## src/rtl/program_counter_16bit.sv

```systemverilog
// Program counter with a small return-address stack.
// Supports clear, return, call, load and increment, in that priority order.

module incrementor_16bit #(
    parameter int WIDTH = 16
) (
    input  logic [WIDTH-1:0] a,
    output logic [WIDTH-1:0] sum,
    output logic             cout
);
    assign {cout, sum} = {1'b0, a} + {{WIDTH{1'b0}}, 1'b1};
endmodule

module program_counter_16bit #(
    parameter int WIDTH       = 16,
    parameter int STACK_DEPTH = 4
) (
    input  logic             clk,
    input  logic             rst_n,
    input  logic             clr,
    input  logic             load,
    input  logic             inc,
    input  logic             call,
    input  logic             ret,
    input  logic [WIDTH-1:0] din,
    output logic [WIDTH-1:0] pc,
    output logic             wrap,
    output logic             stk_full,
    output logic             stk_empty,
    output logic             err
);
    localparam int PW = $clog2(STACK_DEPTH);
    localparam int CW = PW + 1;

    logic [WIDTH-1:0] stk [STACK_DEPTH];
    logic [CW-1:0]    count;
    logic [WIDTH-1:0] pc_next_seq;
    logic             pc_cout;
    logic [PW-1:0]    top_idx;
    logic             do_push;

    incrementor_16bit #(.WIDTH(WIDTH)) u_inc (
        .a    (pc),
        .sum  (pc_next_seq),
        .cout (pc_cout)
    );

    assign stk_full  = (count == CW'(STACK_DEPTH));
    assign stk_empty = (count == '0);
    // Wraps modulo depth, so a full stack still points at the last slot.
    assign top_idx   = count[PW-1:0] - PW'(1);
    assign do_push   = !clr && !ret && call && !stk_full;

    always_ff @(posedge clk or negedge rst_n) begin
        if (!rst_n) begin
            pc    <= '0;
            count <= '0;
            wrap  <= 1'b0;
            err   <= 1'b0;
        end else begin
            wrap <= 1'b0;
            if (clr) begin
                pc    <= '0;
                count <= '0;
                err   <= 1'b0;
            end else if (ret) begin
                if (!stk_empty) begin
                    pc    <= stk[top_idx];
                    count <= count - CW'(1);
                end else begin
                    err <= 1'b1;
                end
            end else if (call) begin
                if (!stk_full) begin
                    pc    <= din;
                    count <= count + CW'(1);
                end else begin
                    err <= 1'b1;
                end
            end else if (load) begin
                pc <= din;
            end else if (inc) begin
                pc   <= pc_next_seq;
                wrap <= pc_cout;
            end
        end
    end

    // Stack storage needs no reset: slots at or above count are never read.
    always_ff @(posedge clk) begin
        if (rst_n && do_push) begin
            stk[count[PW-1:0]] <= pc_next_seq;
        end
    end
endmodule

```

## config.mk

```make
export PLATFORM = sky130hd
export DESIGN_NAME = program_counter_16bit
export DESIGN_NICKNAME = d
export VERILOG_FILES = /design/src/rtl/program_counter_16bit.sv
export SDC_FILE = /design/constraint.sdc
export NUM_CORES = 1
export LEC_CHECK = 0
export BUFFER_PORTS_ARGS = -buffer_cell sky130_fd_sc_hd__clkbuf_2
export CORE_UTILIZATION = 59
export DETAILED_ROUTE_END_ITERATION = 10
export PLACE_DENSITY = 0.8
export SYNTH_ARGS = -nofsm -noshare
export SYNTH_HDL_FRONTEND = slang
export SYNTH_SLANG_ARGS = --single-unit
```

## constraint.sdc

```tcl
create_clock -name clk -period 3.4 [get_ports clk]
set_clock_uncertainty 0.05 [all_clocks]
set_input_delay 0.68 -clock clk [delete_from_list [all_inputs] [get_ports clk]]
set_output_delay 0.68 -clock clk [all_outputs]
set_load 0.02 [all_outputs]
```

# Word-level counts from Yosys, hierarchy flattened
# Memory sizes are Yosys's and may differ from the RTL's.
# Index checks and enable logic that the tools add are counted.
[totals]
n_memories = 1
reg_bits = 21
input_bits = 23
out_inout_bits = 20
wordCells = 52
ramBits = 64
[op_classes]
n_eq_ne = 5
reduce_logical = 14
add_sub_neg = 4
n_mux = 24
[mem_list]
columns = ["memory", "words", "width", "rd", "rd_ports_with_merged_regs", "write_ports", "line", "source"]
rows = [
  ["stk", 4, 16, 1, 0, 1, "35", "logic [WIDTH-1:0] stk [STACK_DEPTH];"],
]
[op_table]
columns = ["operator", "count"]
rows = [
  ["16-bit 2-to-1 mux", 7],
  ["16-bit by 1-bit adder with 17-bit output, second input constant", 1],
  ["3-bit 2-to-1 mux", 5],
  ["1-bit 2-to-1 mux", 12],
  ["3-bit AND reduction", 3],
  ["3-bit inequality test, second input constant", 2],
  ["3-bit nonzero test", 2],
  ["5-bit nonzero test", 1],
  ["1-bit logical AND", 4],
  ["4-bit inequality test, second input constant", 1],
  ["3-bit by 1-bit adder with 3-bit output, second input constant", 1],
  ["3-bit == test, second input constant", 1],
  ["1-bit zero test", 3],
  ["3-bit zero test", 1],
  ["3-bit by 2-bit inequality test with 1-bit output, second input constant", 1],
  ["3-bit by 1-bit subtractor with 3-bit output, second input constant", 1],
  ["2-bit by 1-bit subtractor with 2-bit output, second input constant", 1],
]

# Depth between registers and ports, before layout
[logic_depth]
word_depth = 7
mapped_depth = 10
mapped_depth_nobuf = 7

# Cells and area by module
# From an unflattened synthesis, not the netlist that was laid out.
[unflattened]
cells_unflattened = 277
hier_area_um2 = 4070.2
[by_module_without_submodules]
columns = ["mod", "cells_per_inst", "n_inst", "seq_area_each_um2", "area_per_inst_um2"]
rows = [
  ["program_counter_16bit", 233, 1, 2447.3, 3747.3],
  ["incrementor_16bit", 44, 1, 0.0, 322.8],
]

# Worst setup path after synthesis
# Ideal clock, no wire load.
[synth_path]
kind = "register to register"
startpoint = "reg count[0]"
endpoint = "mem stk[0][0] (enable)"
path_stages_with_launch = 8
period_less_slack_ps = 2584
path_buffers = 2
setup_ps = 374
arrival_time_ps = 2161
required_time_ps = 2976
slack_ps = 816
path_cell_list = "dfrtp_1 > buf_4 > buf_2 > inv_1 > ha_1 > a21boi_0 > and3_1 > and2_1"
[synth_between]
elab_chain_len = 6
[synth_rtl]
columns = ["element", "line", "source"]
rows = [
  ["from (decl)", "36", "logic [CW-1:0] count;"],
  ["from (signal assigned)", "69", "count <= count - CW'(1);"],
  ["from (signal assigned)", "76", "count <= count + CW'(1);"],
  ["3-bit == test", "48", "assign stk_full = (count == CW'(STACK_DEPTH));"],
  ["1-bit zero test", "-", ""],
  ["1-bit logical AND", "52", "assign do_push = !clr && !ret && call && !stk_full;"],
  ["1-bit logical AND", "91", "if (rst_n && do_push) begin"],
  ["1-bit 2-to-1 mux", "91", ""],
  ["1-bit 2-to-1 mux (not written as such)", "92", "stk[count[PW-1:0]] <= pc_next_seq;"],
  ["to (decl)", "35", ""],
]
# Parallel ways exist; a longest one is shown, timed or not.

# Worst setup path after layout
[layout_path]
startpoint = "reg count[1]"
endpoint = "mem stk[2][0] (enable)"
# The elaborated chain is that of the path after synthesis.

==> run_results.csv <==
group,metric,value,unit
status,status,"finished, final reports clean",
cts,cts_buffer_depth,2,
synthesis,synthFlopType,"edfxtp_1",
power_and_ir_drop,p_int,2.194,mW
sta,tightest_slew,0.8494,ns
cts,holdBufCountCts,0,
synthesis,syn_area_per_cell,13.63,um^2
sta,hold_viol_final,0,
sta,period_minus_slack,2.485,ns
sta,rsz0062_at_grt,"no",
cts,cts_tree,"done",
synthesis,synth_edf_count,64,
floorplanning,die_h,85.54,um
route,postRouteWirelength,9234,um
route,dr.first_iter.drc_count,343,
floorplanning,core_area,0.006756,mm^2
synthesis,synth_area,0.004118,mm^2
route,wire_per_inst,21.42,um
layout,fillers,467,
synthesis,yosys_warnings,0,
global_route,grt_pass1_wl,14700,um
cts,clk_pin_slew,0.08,ns
worst_setup_path,reg2reg_from,"count[1]",
layout,layout_commonest_cell,"edfxtp_1",
route,drc,0,
place,post-dp-hpwl,6287,um
cts,post-cts-setup-buffers,0,
power_and_ir_drop,p_sw,1.178,mW
worst_setup_path,arrival,2.50,ns
power_and_ir_drop,p_seq_share,43.5,%
floorplanning,io_pins,43,
worst_setup_path,crit_start,"count[1]",
worst_setup_path,cp-end-kind,"flip-flop",
global_route,grt_usage,27.74,%
sta,fmax,0.4024,GHz
floorplanning,die_w,85.54,um
cts,clk_latency,0.35,ns
route,via_count,2891,
sta,final_max_slew_viol_count,0,
floorplanning,rows,30,
power_and_ir_drop,leakagePower,1.699,nW
worst_setup_path,crit_fanout,9,
sta,fin_crit_sh,73.09,%
route,drtPass1Iterations,5,
layout,area_delta_synth_final,12.31,%
global_route,grt_pass1_vias,2777,
sta,fin_setup_tns,0,ns
power_and_ir_drop,power-per-cell-area,729.0,mW/mm^2
cts,cts_inserted_buffers,9,
floorplanning,start_util,60.94,%
power_and_ir_drop,pwr-share-clk,22.8,%
sta,setup_viol,0,
worst_setup_path,start_kind,"flip-flop",
job,maxCapViolations,0,
min_path,hold_class,"in -> async",
route,postRouteAntennaNets,0,
sta,relSlewSlack,43.16,%
layout,final_util,68.44,%
synthesis,async_flop_share,24.71,%
power_and_ir_drop,sw_frac_of_total,34.93,%
power_and_ir_drop,p_comb_share,33.8,%
layout,diodes,0,
global_route,grt_max_degree,22,
synthesis,ys_ff_latch,85,
worst_setup_path,crit_required,3.41,ns
place,gp_congestion,0.9145,
cts,cts_resized,0,
place,numPortBuffers,42,
floorplanning,die_area,0.007317,mm^2
synthesis,synth_nets,331,
synthesis,synth_cells,302,
layout,drive_above_1_share,25.93,%
layout,final_cell_mix,"edfxtp_1, clkbuf_2, dfrtp_1",
route,vias_per_cell,6.708,
cts,htreeDepth,3,
synthesis,yosysUniqueCellTypes,61,
layout,layout.nets,375,
synthesis,seq_area_frac_synth,59.43,%
global_route,overflow,0,
worst_setup_path,worst-setup-path-type,"reg -> reg",
cts,clock-sinks,85,
cts,cts-root-buf,"clkbuf_8",
global_route,antenna_found_initial,0,
power_and_ir_drop,ir_drop,327.7,uV
[final cells by class]
type / count / area, um^2 / area share, %
sequential: 85 / 2447 / 52.92
multi-input combinational: 190 / 1555 / 33.63
timing repair buffer: 50 / 270.3 / 5.844
clock buffer: 9 / 123.9 / 2.679
tap: 80 / 100.1 / 2.164
clock inverter: 7 / 90.09 / 1.948
inverter: 10 / 37.54 / 0.8117
[sequential cells by signal (all words and copies together), names as in the netlist]
name and count:
stk 64, pc 16, count 3, err 1, wrap 1
[power groups by stage]
stage | clock (mW) | sequential, mW | combinational, mW
floorplan | 0 | 1.51 | 0.794
global placement | 0 | 1.48 | 1.12
detailed placement | 0 | 1.48 | 1.14
CTS | 0.780 | 1.46 | 1.14
global route | 0.826 | 1.48 | 1.25
finish | 0.767 | 1.47 | 1.14
[synthesized netlist by cell type (all sizes together), types with 6 or more instances]
master  instances  area [um^2]
mux4           16        360.4
inv            10        37.54
a21oi          16        80.08
nand2          18        67.56
nor2           16        60.06
or4             7        60.06
and2            6        37.54
buf            10        50.05
clkbuf          7        27.52
dfrtp          21        525.5
xnor2          10        87.58
o21ai          15        75.07
edfxtp         64         1922
[layer usage]
layer | GRT usage, % | up-vias | part of all wire, %
met2 | 41.45 | 138 | 48
met3 | 4.716 | 25 | 7.5
met4 | 13.33 | 0 | 2.5
li1 | - | 1278 | -
met1 | 40.23 | 1450 | 42
met5 | 0 | - | 0
[critical path, cell delays in order, from the launching register on]
cell and delay (ns):
dfrtp_1 0.45, inv_1 0.10, ha_1 0.29, a21boi_0 0.27, and3_1 0.24, and2_1 0.49
buf_4 0.29
[per-stage QoR]
step | worst slack, ns | cell area, um^2 | total power, mW | instances | hold slack (ns)
after floorplan | 0.8157 | 4118 | 2.302 | 302 | 0.3344
after global placement | 0.9224 | 4410 | 2.599 | 415 | 0.4638
after detailed placement | 0.8232 | 4410 | 2.618 | 415 | 0.4611
after CTS | 0.9512 | 4624 | 3.385 | 431 | 0.2880
after global routing | 0.8025 | 4624 | 3.556 | 431 | 0.2991
final | 0.9148 | 4624 | 3.371 | 431 | 0.2936
[logic make-up (layout without fill, tap and decap cells)]
logic type / Yosys count / in the layout / synth area share, %
flip-flops: 85 / 85 / 59.43
AND/OR/NAND/NOR: 83 / 83 / 12.09
AO/OA/AOI/OAI: 72 / 72 / 12.09
buffers and inverters: 27 / 76 / 2.795
multiplexers: 18 / 18 / 9.237
XOR/XNOR: 11 / 11 / 2.340
adder cells (fa/ha/maj): 6 / 6 / 2.005
[worst paths after layout]
path	slack, ns	to	depth (start not counted)
max reg2reg	0.91	stk[2][0]	6
max in group asynchronous	2.76	pc[13]	2
min	0.29	pc[14]	2
min in group clk	0.48	err	2
max	0.91	stk[2][0]	6
min reg2reg	0.48	err	2
No activity file was read; power rests on OpenSTA's default activity.
